**src/rtl/bus_source_latch.sv**
```systemverilog
// Purpose: latches a one-hot-selected register source onto the datapath bus and counts multi-select contention; define BUS_SOURCE_LATCH_PARITY_EN for the bus_parity output.
// Latency: 1 cycle from an accepted request to bus_valid/busMuxOut.
// Backpressure: sel_ready = !bus_valid | bus_ready; a held bus stays frozen and stalled requests are ignored.
module bus_source_latch #(
    parameter int BITS    = 32,
    parameter int SOURCES = 24,
    parameter int IDXW    = $clog2(SOURCES)
) (
    input  logic                    clk,
    input  logic                    reset,
    input  logic [BITS*SOURCES-1:0] registerStream,
    input  logic [SOURCES-1:0]      registerSelect,
    input  logic                    sel_valid,
    output logic                    sel_ready,
    output logic [BITS-1:0]         busMuxOut,
    output logic                    bus_valid,
    input  logic                    bus_ready,
    output logic [IDXW-1:0]         src_idx,
    output logic                    err_multi,
    output logic [7:0]              err_count,
`ifdef BUS_SOURCE_LATCH_PARITY_EN
    output logic                    bus_parity,
`endif
    input  logic                    err_clear
);

    typedef enum logic {IDLE, HOLD} state_t;

    state_t          state;
    state_t          nextState;
    logic            accept;
    logic            selOneHot;
    logic            selMulti;
    logic            doCapture;
    logic            doError;
    logic [IDXW-1:0] hitIdx;
    logic [BITS-1:0] hitData;

    assign bus_valid = (state == HOLD);
    assign sel_ready = !bus_valid || bus_ready;
    assign accept    = sel_valid && sel_ready;
    assign selOneHot = $onehot(registerSelect);
    assign selMulti  = (|registerSelect) && !selOneHot;
    assign doCapture = accept && selOneHot;
    assign doError   = accept && selMulti;

    // Encoder is only meaningful when the select is one-hot.
    always_comb begin
        hitIdx = '0;
        for (int i = 0; i < SOURCES; i++) begin
            if (registerSelect[i]) begin
                hitIdx = IDXW'(i);
            end
        end
    end

    assign hitData = registerStream[int'(hitIdx)*BITS +: BITS];

    always_comb begin
        nextState = state;
        if (doCapture) begin
            nextState = HOLD;
        end else if (state == HOLD && bus_ready) begin
            nextState = IDLE;
        end
    end

    always_ff @(posedge clk) begin
        if (reset) begin
            state <= IDLE;
        end else begin
            state <= nextState;
        end
    end

    // Data and index are not cleared when the bus drains; they hold the last transfer.
    always_ff @(posedge clk) begin
        if (reset) begin
            busMuxOut <= '0;
            src_idx   <= '0;
        end else if (doCapture) begin
            busMuxOut <= hitData;
            src_idx   <= hitIdx;
        end
    end

`ifdef BUS_SOURCE_LATCH_PARITY_EN
    always_ff @(posedge clk) begin
        if (reset) begin
            bus_parity <= 1'b0;
        end else if (doCapture) begin
            bus_parity <= ^hitData;
        end
    end
`endif

    // A new contention event in the same cycle as a clear restarts the count at one.
    always_ff @(posedge clk) begin
        if (reset) begin
            err_multi <= 1'b0;
            err_count <= 8'd0;
        end else if (doError) begin
            err_multi <= 1'b1;
            if (err_clear) begin
                err_count <= 8'd1;
            end else if (err_count != 8'hFF) begin
                err_count <= err_count + 8'd1;
            end
        end else if (err_clear) begin
            err_multi <= 1'b0;
            err_count <= 8'd0;
        end
    end

endmodule

```
**config.mk**
```make
export PLATFORM = sky130hd
export DESIGN_NAME = bus_source_latch
export DESIGN_NICKNAME = d
export VERILOG_FILES = /design/src/rtl/bus_source_latch.sv
export SDC_FILE = /design/constraint.sdc
export NUM_CORES = 1
export LEC_CHECK = 0
export ABC_AREA = 1
export CORE_AREA = 2 2 326 328
export DETAILED_ROUTE_END_ITERATION = 6
export DIE_AREA = 0 0 328 330
export REMOVE_ABC_BUFFERS = 1
export SLEW_MARGIN = 20
export SYNTH_ARGS = -nofsm -noshare
export SYNTH_HDL_FRONTEND = slang
export SYNTH_SLANG_ARGS = --single-unit
```
**constraint.sdc**
```tcl
create_clock -name clk -period 6.25 [get_ports clk]
set_input_delay 0.625 -clock clk [delete_from_list [all_inputs] [get_ports clk]]
set_output_delay 0.625 -clock clk [all_outputs]
set_load 0.01 [all_outputs]
```
# Word-level counts from Yosys, hierarchy flattened
# Index checks and enable logic that the tools add are counted.
# W data, S select, Z words.
# totals
n_memories	0
word_cells	76
latchBits	0
romBits	0
mem_bits_rw	0
ff_bits	47
output_inout_bits	48
input_bits	797
# classes
n_shift	1
n_reduce_logical	13
n_eq_ne	2
bitwise	0
n_div	0
n_mux	31
add_sub_neg	24
order_cmp	0
multipliers	0
# op_table
operator	count
$shiftx A768 B11 Y32	1
$mux W5	20
$mux W8	4
$add A1 B1 Y2	12
$reduce_or A24 Y1	1
$add A2 B2 Y3	6
$add A3 B3 Y4	3
$add A8 B1 Y8 const B	1
$ne A8 B8 Y1 const B	1
$reduce_bool A2 Y1	3
$add A4 B4 Y5	1
$add A5 B4 Y5	1
$eq A5 B1 Y1 const B	1
$logic_and A1 B1 Y1	5
$mux W1	5
$mux W2	2
$logic_not A1 Y1	2
$reduce_and A2 Y1	1
$logic_or A1 B1 Y1	1

# Logic depth before layout (Yosys ltp)
# Gate-level depths: netlist of run 1.
# depth
depth_word	24
depth_mapped	34
depth_no_buf	33

# Worst setup path before layout of run 1
# Ideal clock, no wire load.
# synth_path
kind	input to register
startpoint	input registerSelect[23]
endpoint	register busMuxOut[10]
path_stages	22
setup_slack_ps	766
n_path_buf	4
arrival_ps	5375
setup_time_ps	109
cell_sequence	inv_2 clkbuf_1 clkbuf_1 fa_1 fa_1 inv_1 fa_1 inv_1 fa_1 inv_1 ha_1 inv_1 fa_1 nand2_1 nor4_1 nand3_1 clkbuf_1 nor2_1 clkbuf_1 nand3_1 nand2_1 inv_1
# synth_via
elab_chain_cells	6
elab_cells_between_ends	8
classes_between	4 x add/sub; 1 x eq/ne; 1 x shift; 1 x mux; 1 x reduce/logical
# synth_lines
item	line_no	text
start: declaration	12	input logic [SOURCES-1:0] registerSelect,
$add A1 B1 Y2 (implied by the code)	42	assign selOneHot = $onehot(registerSelect);
$add A2 B2 Y3 (implied by the code)	42	
$add A3 B3 Y4 (implied by the code)	42	
$add A5 B4 Y5 (implied by the code)	42	
$eq A5 B1 Y1	42	
$logic_and A1 B1 Y1	44	assign doCapture = accept && selOneHot;
end signal: assignment	82	busMuxOut <= hitData;
end: declaration	15	output logic [BITS-1:0] busMuxOut,
# Parallel ways exist; a longest one is shown, timed or not.
# A chain may end at the register's enable or synchronous reset.

# Worst setup path after layout of run 1
# layout_path
startpoint	input registerSelect[11]
endpoint	register busMuxOut[28]
# layout_via
elab_chain_cells	14
elab_cells_between_ends	21
classes_between	5 x add/sub; 1 x eq/ne; 1 x shift; 13 x mux; 1 x reduce/logical
# layout_lines
item	line_no	text
$mux W5 (13 in series)	51	if (registerSelect[i]) begin
$shiftx A768 B11 Y32	57	assign hitData = registerStream[int'(hitIdx)*BITS +: BITS];
# Parallel ways exist; a longest one is shown, timed or not.

==> impl_metrics.yaml, run 1 <==
grt:
  grt_pass1_vias: 18300
  grtUsageTotal_pct: 15.8
  antenna_found_initial: 23
  overflow: 0
  grt_pass1_wl_um: 125000
  grt_start_max_net_pins: 137
clocking:
  numCtsBuffers: 5
  cts_root_buffer: "clkbuf_16"
  cts_tree: "yes"
  cts_max_level: 2
  post_cts_buffers: 0
  insertion_delay_ps: 330
  cts_num_sinks: 47
  cts_buffer_depth: 2
  postCtsHoldBufs: 0
  cts_resized: 0
  clkTransAtPathRegs_ps: 90
timing:
  setup_viol: 0
  fmax_mhz: 172
  finalHoldViolations: 0
  min_period_over_period_pct: 93.3
  whs_ps: 473
  rsz0062_at_grt: "false"
  finalClockSkew_ps: 15.3
  tightest_slew_ps: 893
  post-route-min-period_ps: 5830
  maxSlewHeadroom_pct: 40.4
  finalMaxSlewViolations: 0
yosys:
  avgSynthCellArea_um2: 5.11
  synth.distinct_cells: 30
  syn_area_mm2: 0.0129
  yosys_warnings: 0
  syn_inst: 2517
  ys_seq_elements: 47
  seq_area_frac_synth_pct: 7.32
worst_setup_path:
  end_kind: "flip-flop"
  crit_type: "in2reg"
  worst-endpoint-required_ps: 6520
  r2r_setup_slack_ps: 4220
  startpoint_type: "input port"
  crit_arrival_ps: 6100
  critPathMaxFanout: 12
final_layout:
  final_area_mm2: 0.0228
  fin_cells: 4620
  layout_common_cells: "843 x clkdlybuf4s50_1, 662 x nand3_1, 610 x nand2_1"
  nets: 4045
  multiInputGateArea_mm2: 0.00880
  fillerInstances: 12000
  final_common_cell: "clkdlybuf4s50_1"
  drive_above_1_share_pct: 2.42
  seq_area_um2: 941
  area_growth_syn_to_layout_pct: 77.4
floorplan:
  coreArea_mm2: 0.105
  die_area_mm2: 0.108
  start_util_pct: 12.3
  die_h_um: 330
  ios: 845
  rows: 119
  die_w_um: 328
power:
  irDropWorstVdd_mv: 0.142
  p_per_area_mw_per_mm2: 121
  p_leak_nw: 10.7
placement:
  placed_cell_area_mm2: 0.0226
  port_buffers: 844
  place_inst: 4607
  place.gp.congestion: 0.944
  hpwl_um: 72600
min_path:
  hp-class: "reg2reg"
routing:
  first_iter_violations: 1040
  ant_nets: 0
  wirelength_um: 90100
  post_drt_wl_per_cell_um: 19.5
  post_drt_via_cell_ratio: 4.07
  drc: 0
  first_pass_iters: 5
  num_vias: 18800
outcome:
  status: "complete, no violations"
flow_run:
  maxCapViolCount: 0
final timing paths:
| check | cells past startpoint | end | startpoint |
|---|---|---|---|
| setup / recovery | 23 | busMuxOut[28] | registerSelect[11] |
| hold / removal | 2 | src_idx[3] | src_idx[3] |
| setup reg to reg | 8 | busMuxOut[10] | bus_valid |
| hold reg to reg | 2 | src_idx[3] | src_idx[3] |
critical path, stage by stage:
cell and delay [ps]:
clkdlybuf4s50_1 520, fa_1 570, inv_1 50, fa_1 470, inv_1 60, fa_1 470
fa_1 490, inv_1 50, fa_1 430, inv_1 70, ha_1 150, inv_1 60
fa_1 530, nand2_1 60, nor4_1 290, buf_4 200, nand3_4 140, nor2_4 210
buf_4 270, nand3_1 120, nand2_1 70, inv_1 40, a21oi_1 120
report_power, final:
group	switching [mW]	leakage, nW	internal [mW]	total, mW
Clock	0.167	0.0844	0.193	0.360
Combinational	1.01	10.2	0.980	1.99
Sequential	0.0594	0.380	0.366	0.425
final cells by class:
type	count	share of cell area (%)
Antenna cell	5	0.0548
Tap cell	1391	7.63
Multi-Input combinational cell	1700	38.6
Clock inverter	3	0.208
Inverter	573	9.50
Clock buffer	5	0.548
Timing Repair Buffer	896	39.4
Sequential cell	47	4.12
sequential cells by signal (all words and copies together) (netlist names):
register,cells
src_idx,5
err_count,8
err_multi,1
busMuxOut,32
bus_valid,1
metrics by stage:
stage	power (mW)	util, %	worst slack (ps)	setup TNS [ps]
after global placement	2.42	21.6	118	0
after floorplan	1.36	-	-9630	-325990
after CTS	2.84	21.8	405	0
after detailed placement	2.44	21.6	30.1	0
after global routing	3.03	21.8	149	0
final	2.77	21.8	422	0
kinds of logic after synthesis:
logic type                 Yosys count  share of synthesized area, %
and+or+nand+nor                   1533                          57.8
buffers and inverters              770                          24.9
AOI/OAI and AO/OA                  141                          6.53
DFF                                 47                          7.32
adders and majority gates           25                          3.42
xor gates and xnor gates             1                        0.0681
Yosys cell counts, drive strengths merged:
| cell | instances | area (um^2) |
|---|---|---|
| a211oi | 2 | 15.0 |
| buf | 78 | 599 |
| o311ai | 1 | 8.76 |
| nand3b | 223 | 1670 |
| inv | 570 | 2140 |
| nand4 | 1 | 6.26 |
| clkinv | 3 | 11.3 |
| o31ai | 1 | 7.51 |
| clkbuf | 119 | 447 |
| dfxtp | 47 | 941 |
| nor2 | 30 | 113 |
| fa | 17 | 340 |
| nand3 | 664 | 3320 |
| ha | 8 | 100 |
| o211ai | 34 | 255 |
| o211a | 1 | 10.0 |
| o21ai | 40 | 200 |
| o21a | 7 | 52.6 |
| o41ai | 1 | 8.76 |
| nor4 | 3 | 18.8 |
| nand2 | 612 | 2300 |
| a21oi | 54 | 282 |
| xor2 | 1 | 8.76 |
per-layer routing:
layer / vias up / track usage (%) / share of wire [%]
li1: 9305 / - / -
met5: - / 0 / 0.080
met4: 12 / 2.62 / 1.6
met3: 81 / 3.25 / 7.6
met1: 8610 / 21.0 / 44
met2: 786 / 26.4 / 47
(Power assumes the default switching activity.)
==> inputs of run 2 (changes only) <==
PLACE_DENSITY = 0.45   (was default)
==> run 2 against run 1 <==
  * Register-to-register slack lost 80 ps
  * Critical path depth unchanged
  * Power fell by 1.4%
  * Maximum frequency hardly changed
  * Combinational power hardly changed
  * Die area unchanged
  * Final cell count barely moved
  * Highest routed layer unchanged
  * Global-route usage increased by 0.12 points
  * Non-clock buffer count up 5
  * Sequential share of layout area hardly changed
  * Wire length up 0.25%
  * Critical path type unchanged
  * First-iteration DRC count rose by 1.3%
==> impl_metrics.yaml, run 2 (synthesis gave the netlist of run 1 again) <==
worst_setup_path:
  startpoint_type: "input port"
  worstRegToRegCells: 12
  crit_arrival_ps: 6030
  cp_top_family: "adder cells"
  r2r-start: "err_count[0]"
  worstSetupStartpoint: "registerSelect[17]"
  r2r_setup_slack_ps: 4140
  cp.depth: 23
  crit_type: "in2reg"
  end_kind: "flip-flop"
  setup.worst_path.end: "err_count[6]"
  worst-path-buf-inv: 8
  crit_chain: "clkdlybuf4s50_1 > fa_1 > inv_1 > fa_1 > fa_1 > inv_1 > fa_1 > inv_1 > fa_1 > inv_1 > ha_1 > inv_1 > fa_1 > nand2_1 > nor4_1 > buf_4 > nor2_1 > o41ai_1 > nor2_1 > nor2_2 > inv_1 > a21oi_1 > a211oi_1"
  crit_slowest_cell: "fa_1"
  max_stage_delay_ps: 580
  worst_r2r_endpoint: "err_count[6]"
  critPathMaxFanout: 5
  worst-endpoint-required_ps: 6450
placement:
  placed_cell_area_mm2: 0.0227
  port_buffers: 844
  place.gp.congestion: 0.896
  preCtsSetupSlack_ps: -18.8
  hpwl_um: 70500
  place_inst: 4612
routing:
  drc: 0
  first_pass_iters: 5
  post_drt_via_cell_ratio: 4.08
  wirelength_um: 90300
  ant_nets: 0
  post_drt_wl_per_cell_um: 19.5
  num_vias: 18900
  first_iter_violations: 1054
clocking:
  cts_tree: "yes"
  clkTransAtPathRegs_ps: 90
  cts_buffer_depth: 2
  cts_max_level: 2
  numCtsBuffers: 5
  post_cts_buffers: 0
  cts_root_buffer: "clkbuf_16"
  cts_num_sinks: 47
  insertion_delay_ps: 340
grt:
  grt_start_max_net_pins: 140
  grt_pass1_vias: 18800
  grtUsageTotal_pct: 15.9
  grt_pass1_wl_um: 128000
  antenna_found_initial: 18
  overflow: 0
timing:
  post-route-min-period_ps: 5830
  finalHoldViolations: 0
  fin_ws_ps: 422
  finalMaxSlewViolations: 0
  fmax_mhz: 172
  tightest_slew_ps: 1080
  rsz0062_at_grt: "false"
  tns_ps: 0
  min_period_over_period_pct: 93.3
  finalClockSkew_ps: 13.2
  whs_ps: 474
  maxSlewHeadroom_pct: 28.3
  setup_viol: 0
final_layout:
  largest_reg_flops: 32
  area_growth_syn_to_layout_pct: 77.7
  seq_area_um2: 941
  layout_common_cells: "843 x clkdlybuf4s50_1, 662 x nand3_1, 610 x nand2_1"
  final_common_cell: "clkdlybuf4s50_1"
  nets: 4050
  fin_cells: 4624
  final_area_mm2: 0.0228
  drive_above_1_share_pct: 2.60
  top_regs: "busMuxOut: 32 flops, err_count: 8 flops, src_idx: 5 flops"
  fillerInstances: 12100
  largest_register: "busMuxOut"
  fin_util_pct: 21.8
  multiInputGateArea_mm2: 0.00881
power:
  irDropWorstVdd_mv: 0.101
  p_per_area_mw_per_mm2: 120
  p_total_mw: 2.73
  p_leak_nw: 10.7
floorplan:
  start_util_pct: 12.3
  rows: 119
  ios: 845
  die_area_mm2: 0.108
  die_h_um: 330
  die_w_um: 328
  coreArea_mm2: 0.105
min_path:
  hp-class: "reg2reg"
outcome:
  status: "complete, no violations"
flow_run:
  maxCapViolCount: 0
run 2: worst reg2reg max path: cells and delay by family, from the launching register on:
kind	cells	cell delay [ps]
adders and majority gates	1	220
and+or+nand+nor	7	930
AOI/OAI and AO/OA	2	190
DFF	1	440
buffers and inverters	2	190
run 2: layer usage:
metal	vias up	track usage [%]	routed length (um)
li1	9314	-	-
met1	8782	20.8	39500
met2	699	27.1	43100
met3	67	2.92	6070
met4	6	3.36	1650
met5	-	0	38
run 2: report_power, final:
group | internal [mW] | switching, mW
Sequential | 0.366 | 0.0469
Clock | 0.152 | 0.183
Combinational | 0.988 | 0.998
Total | 1.51 | 1.23
run 2: worst min-delay path by stage:
stage,slack [ps],cells after the start,to,from
4_1_cts,480,2,src_idx[3],src_idx[3]
2_1_floorplan,480,2,src_idx[3],src_idx[3]
3_5_place_dp,460,2,src_idx[3],src_idx[3]
6_report,470,2,src_idx[3],src_idx[3]
5_1_grt,490,2,src_idx[3],src_idx[3]
3_3_place_gp,450,2,src_idx[3],src_idx[3]
run 2: timing repair:
action / 4_1_cts / 5_1_grt
endpoints found under the setup margin: 0 / 2
hold buffers: 0 / 0
hold endpoints to repair: 0 / 0
resized for setup: 0 / 1
run 2: layout make-up:
class	instances	area share, %
multi-input cells	1700	38.5
diodes	4	0.0438
clock inverters	3	0.110
flip-flops and latches	47	4.12
well taps	1391	7.62
clock buffers	5	0.548
inverters	573	9.48
repair buffers	901	39.5
==> inputs of run 3 (changes only) <==
ABC_AREA = default   (was 1)
CORE_AREA = 2 2 327 329   (was 2 2 326 328)
DIE_AREA = 0 0 329 331   (was 0 0 328 330)
PLACE_DENSITY = default   (was 0.45)
PLACE_DENSITY_LB_ADDON = 0.3   (was default)
==> run 3 against run 2 <==
  * Hold slack worse by 6.0 ps
  * Sequential power down 4%
  * Power down 6.7%
  * Maximum frequency fell by 2.9%
  * Clock power is 5% higher
  * Non-clock buffer count rose by 24
  * Global-route usage is 1.6 points higher
==> impl_metrics.yaml, run 3 <==
timing:
  fmax_mhz: 167
  finalHoldViolations: 0
  finalMaxSlewViolations: 0
  post-route-min-period_ps: 6000
  tightest_slew_ps: 1100
  finalClockSkew_ps: 28.5
  min_period_over_period_pct: 96.0
  setup_viol: 0
  maxSlewHeadroom_pct: 26.6
  rsz0062_at_grt: "false"
  whs_ps: 468
clocking:
  cts_num_sinks: 47
  numCtsBuffers: 5
  cts_root_buffer: "clkbuf_16"
  postCtsHoldBufs: 0
  clkTransAtPathRegs_ps: 90
  cts_resized: 0
  cts_tree: "yes"
  cts_max_level: 2
  insertion_delay_ps: 360
  post_cts_buffers: 0
  cts_buffer_depth: 2
yosys:
  synth_edf_count: 0
  avgSynthCellArea_um2: 6.44
  syn_area_mm2: 0.00963
  seq_area_frac_synth_pct: 9.77
  synth.distinct_cells: 74
  synth_common_cells: "388 x nand2_1, 226 x nand3_1, 85 x mux2i_1, 77 x a21oi_1, 72 x o211ai_1"
  async_flop_share_pct: 0
  synth_top_area_cell: "nand2_1"
  syn_inst: 1495
  synth_top_area_share_pct: 15.1
  ys_seq_elements: 47
  synth_area_leaders: "nand2_1 15%, nand3_1 12%, dfxtp_1 9.8%"
  synth.most_common_cell: "nand2_1"
  yosys_warnings: 0
  synth_flop_cell: "dfxtp_1"
worst_setup_path:
  end_kind: "flip-flop"
  cp_common_cell: "fa_1"
  worst-path-buf-inv: 6
  cp_top_family: "adder cells"
  worstRegToRegCells: 9
  cp.depth: 20
  worst-endpoint-required_ps: 6460
  crit_chain: "clkdlybuf4s50_1 > fa_1 > inv_1 > fa_1 > inv_1 > fa_1 > fa_1 > inv_1 > fa_1 > inv_1 > ha_1 > inv_1 > fa_1 > a211oi_1 > mux2_2 > and2_1 > nand2_1 > or3_1 > o311ai_0 > a21oi_1"
  startpoint_type: "input port"
  max_stage_delay_ps: 550
  critPathMaxFanout: 6
  crit_arrival_ps: 6210
  crit_type: "in2reg"
  crit_slowest_cell: "fa_1"
placement:
  place.gp.congestion: 0.883
  hpwl_um: 84600
  port_buffers: 844
  place_inst: 3677
routing:
  wirelength_um: 101000
  first_pass_iters: 5
  drc: 0
  ant_nets: 0
  num_vias: 15200
  post_drt_wl_per_cell_um: 27.3
  first_iter_violations: 1068
  post_drt_via_cell_ratio: 4.10
power:
  p_total_mw: 2.55
  internal_power_mw: 1.44
  p_per_area_mw_per_mm2: 127
  pwr-share-clk_pct: 13.8
  p_leak_nw: 7.28
  switching_share_pct: 43.8
  irDropWorstVdd_mv: 0.112
  power_frac_comb_pct: 70.6
  seq_power_share_pct: 15.6
  p_sw_mw: 1.12
min_path:
  hp-class: "reg2reg"
  holdPathStages: 2
final_layout:
  final_common_cell: "clkdlybuf4s50_1"
  layout_common_cells: "844 x clkdlybuf4s50_1, 388 x nand2_1, 224 x nand3_1"
  area_growth_syn_to_layout_pct: 110
  nets: 3115
  fillerInstances: 12000
  largest_register: "busMuxOut"
  drive_above_1_share_pct: 7.63
  top_regs: "busMuxOut: 32 flops, err_count: 8 flops, src_idx: 5 flops"
  fin_cells: 3703
  largest_reg_flops: 32
grt:
  grt_pass1_wl_um: 131000
  grt_pass1_vias: 15500
  grt_start_max_net_pins: 84
  grtUsageTotal_pct: 17.5
  overflow: 0
  antenna_found_initial: 34
outcome:
  status: "complete, no violations"
floorplan:
  start_util_pct: 9.17
  ios: 845
  die_area_mm2: 0.109
  coreArea_mm2: 0.105
  die_w_um: 329
  rows: 119
  die_h_um: 331
flow_run:
  maxCapViolCount: 0
## run 3: cell count changes in the layout (fill, tap and decap cells not counted), moves of 25 or more
cell,previous run,this run
inv_1,566,71
nand3_1,662,224
nand2_1,610,388
nand3b_1,223,1
mux2i_1,0,85
o211ai_1,34,72
a31oi_1,0,30
mux2_2,0,29
a211oi_1,2,30
nand4_1,1,28
a21oi_1,50,76
buf_4,44,69
## run 3: per-layer routing
layer  up-vias  share of wire [%]  global-route usage [%]
met3        81                7.1                    3.99
met5         -              0.091                       0
met4        14                1.6                    3.82
met1      7329                 42                    22.3
li1       7042                  -                       -
met2       707                 49                    30.0
## run 3: cell families after synthesis
| kind of cell | count (synthesis) | share of synthesized area, % |
|---|---|---|
| multiplexers | 123 | 14.2 |
| XOR/XNOR | 4 | 0.364 |
| buffers and inverters | 205 | 10.3 |
| AND/OR/NAND/NOR | 748 | 35.0 |
| flip-flops | 47 | 9.77 |
| AO/OA/AOI/OAI | 343 | 25.8 |
| adder cells (fa/ha/maj) | 25 | 4.58 |
## run 3: power groups by stage
stage	Clock, mW	Sequential (mW)	Combinational, mW
floorplan	0	0.421	0.709
global placement	0	0.405	1.82
detailed placement	0	0.404	1.82
CTS	0.376	0.398	1.83
global route	0.376	0.404	1.95
finish	0.351	0.398	1.80
## run 3: final cells by class
cell class                      instances  area [um^2]  share of cell area (%)
Sequential cell                        47          941                    4.67
Antenna cell                           18         45.0                   0.223
Clock inverter                          3         23.8                   0.118
Tap cell                             1391         1740                    8.63
Timing Repair Buffer                  925         9210                    45.6
Multi-Input combinational cell       1243         7820                    38.8
Inverter                               71          267                    1.32
Clock buffer                            5          125                   0.620
## run 3: worst paths after layout
| kind | startpoint | endpoint | slack [ps] |
|---|---|---|---|
| setup / recovery | registerSelect[13] | busMuxOut[7] | 250 |
| hold reg to reg | busMuxOut[11] | busMuxOut[11] | 470 |
| hold / removal | busMuxOut[11] | busMuxOut[11] | 470 |
| setup reg to reg | bus_valid | busMuxOut[2] | 4080 |
## run 3: tightest hold or removal path, stage by stage (launching register included)
cell and delay, ps:
dfxtp_1 330, nand2_1 50, o21ai_1 50
## run 3: stage by stage
| stage | instance area (um^2) | worst slack (ps) | utilization (%) | TNS [ps] |
|---|---|---|---|---|
| floorplan | 8900 | -3230 | - | -101180 |
| global placement | 20000 | -103 | 19.0 | -353 |
| detailed placement | 20000 | -42.3 | 19.0 | -111 |
| CTS | 20100 | 284 | 19.2 | 0 |
| global route | 20100 | 24.8 | 19.2 | 0 |
| finish | 20200 | 250 | 19.2 | 0 |
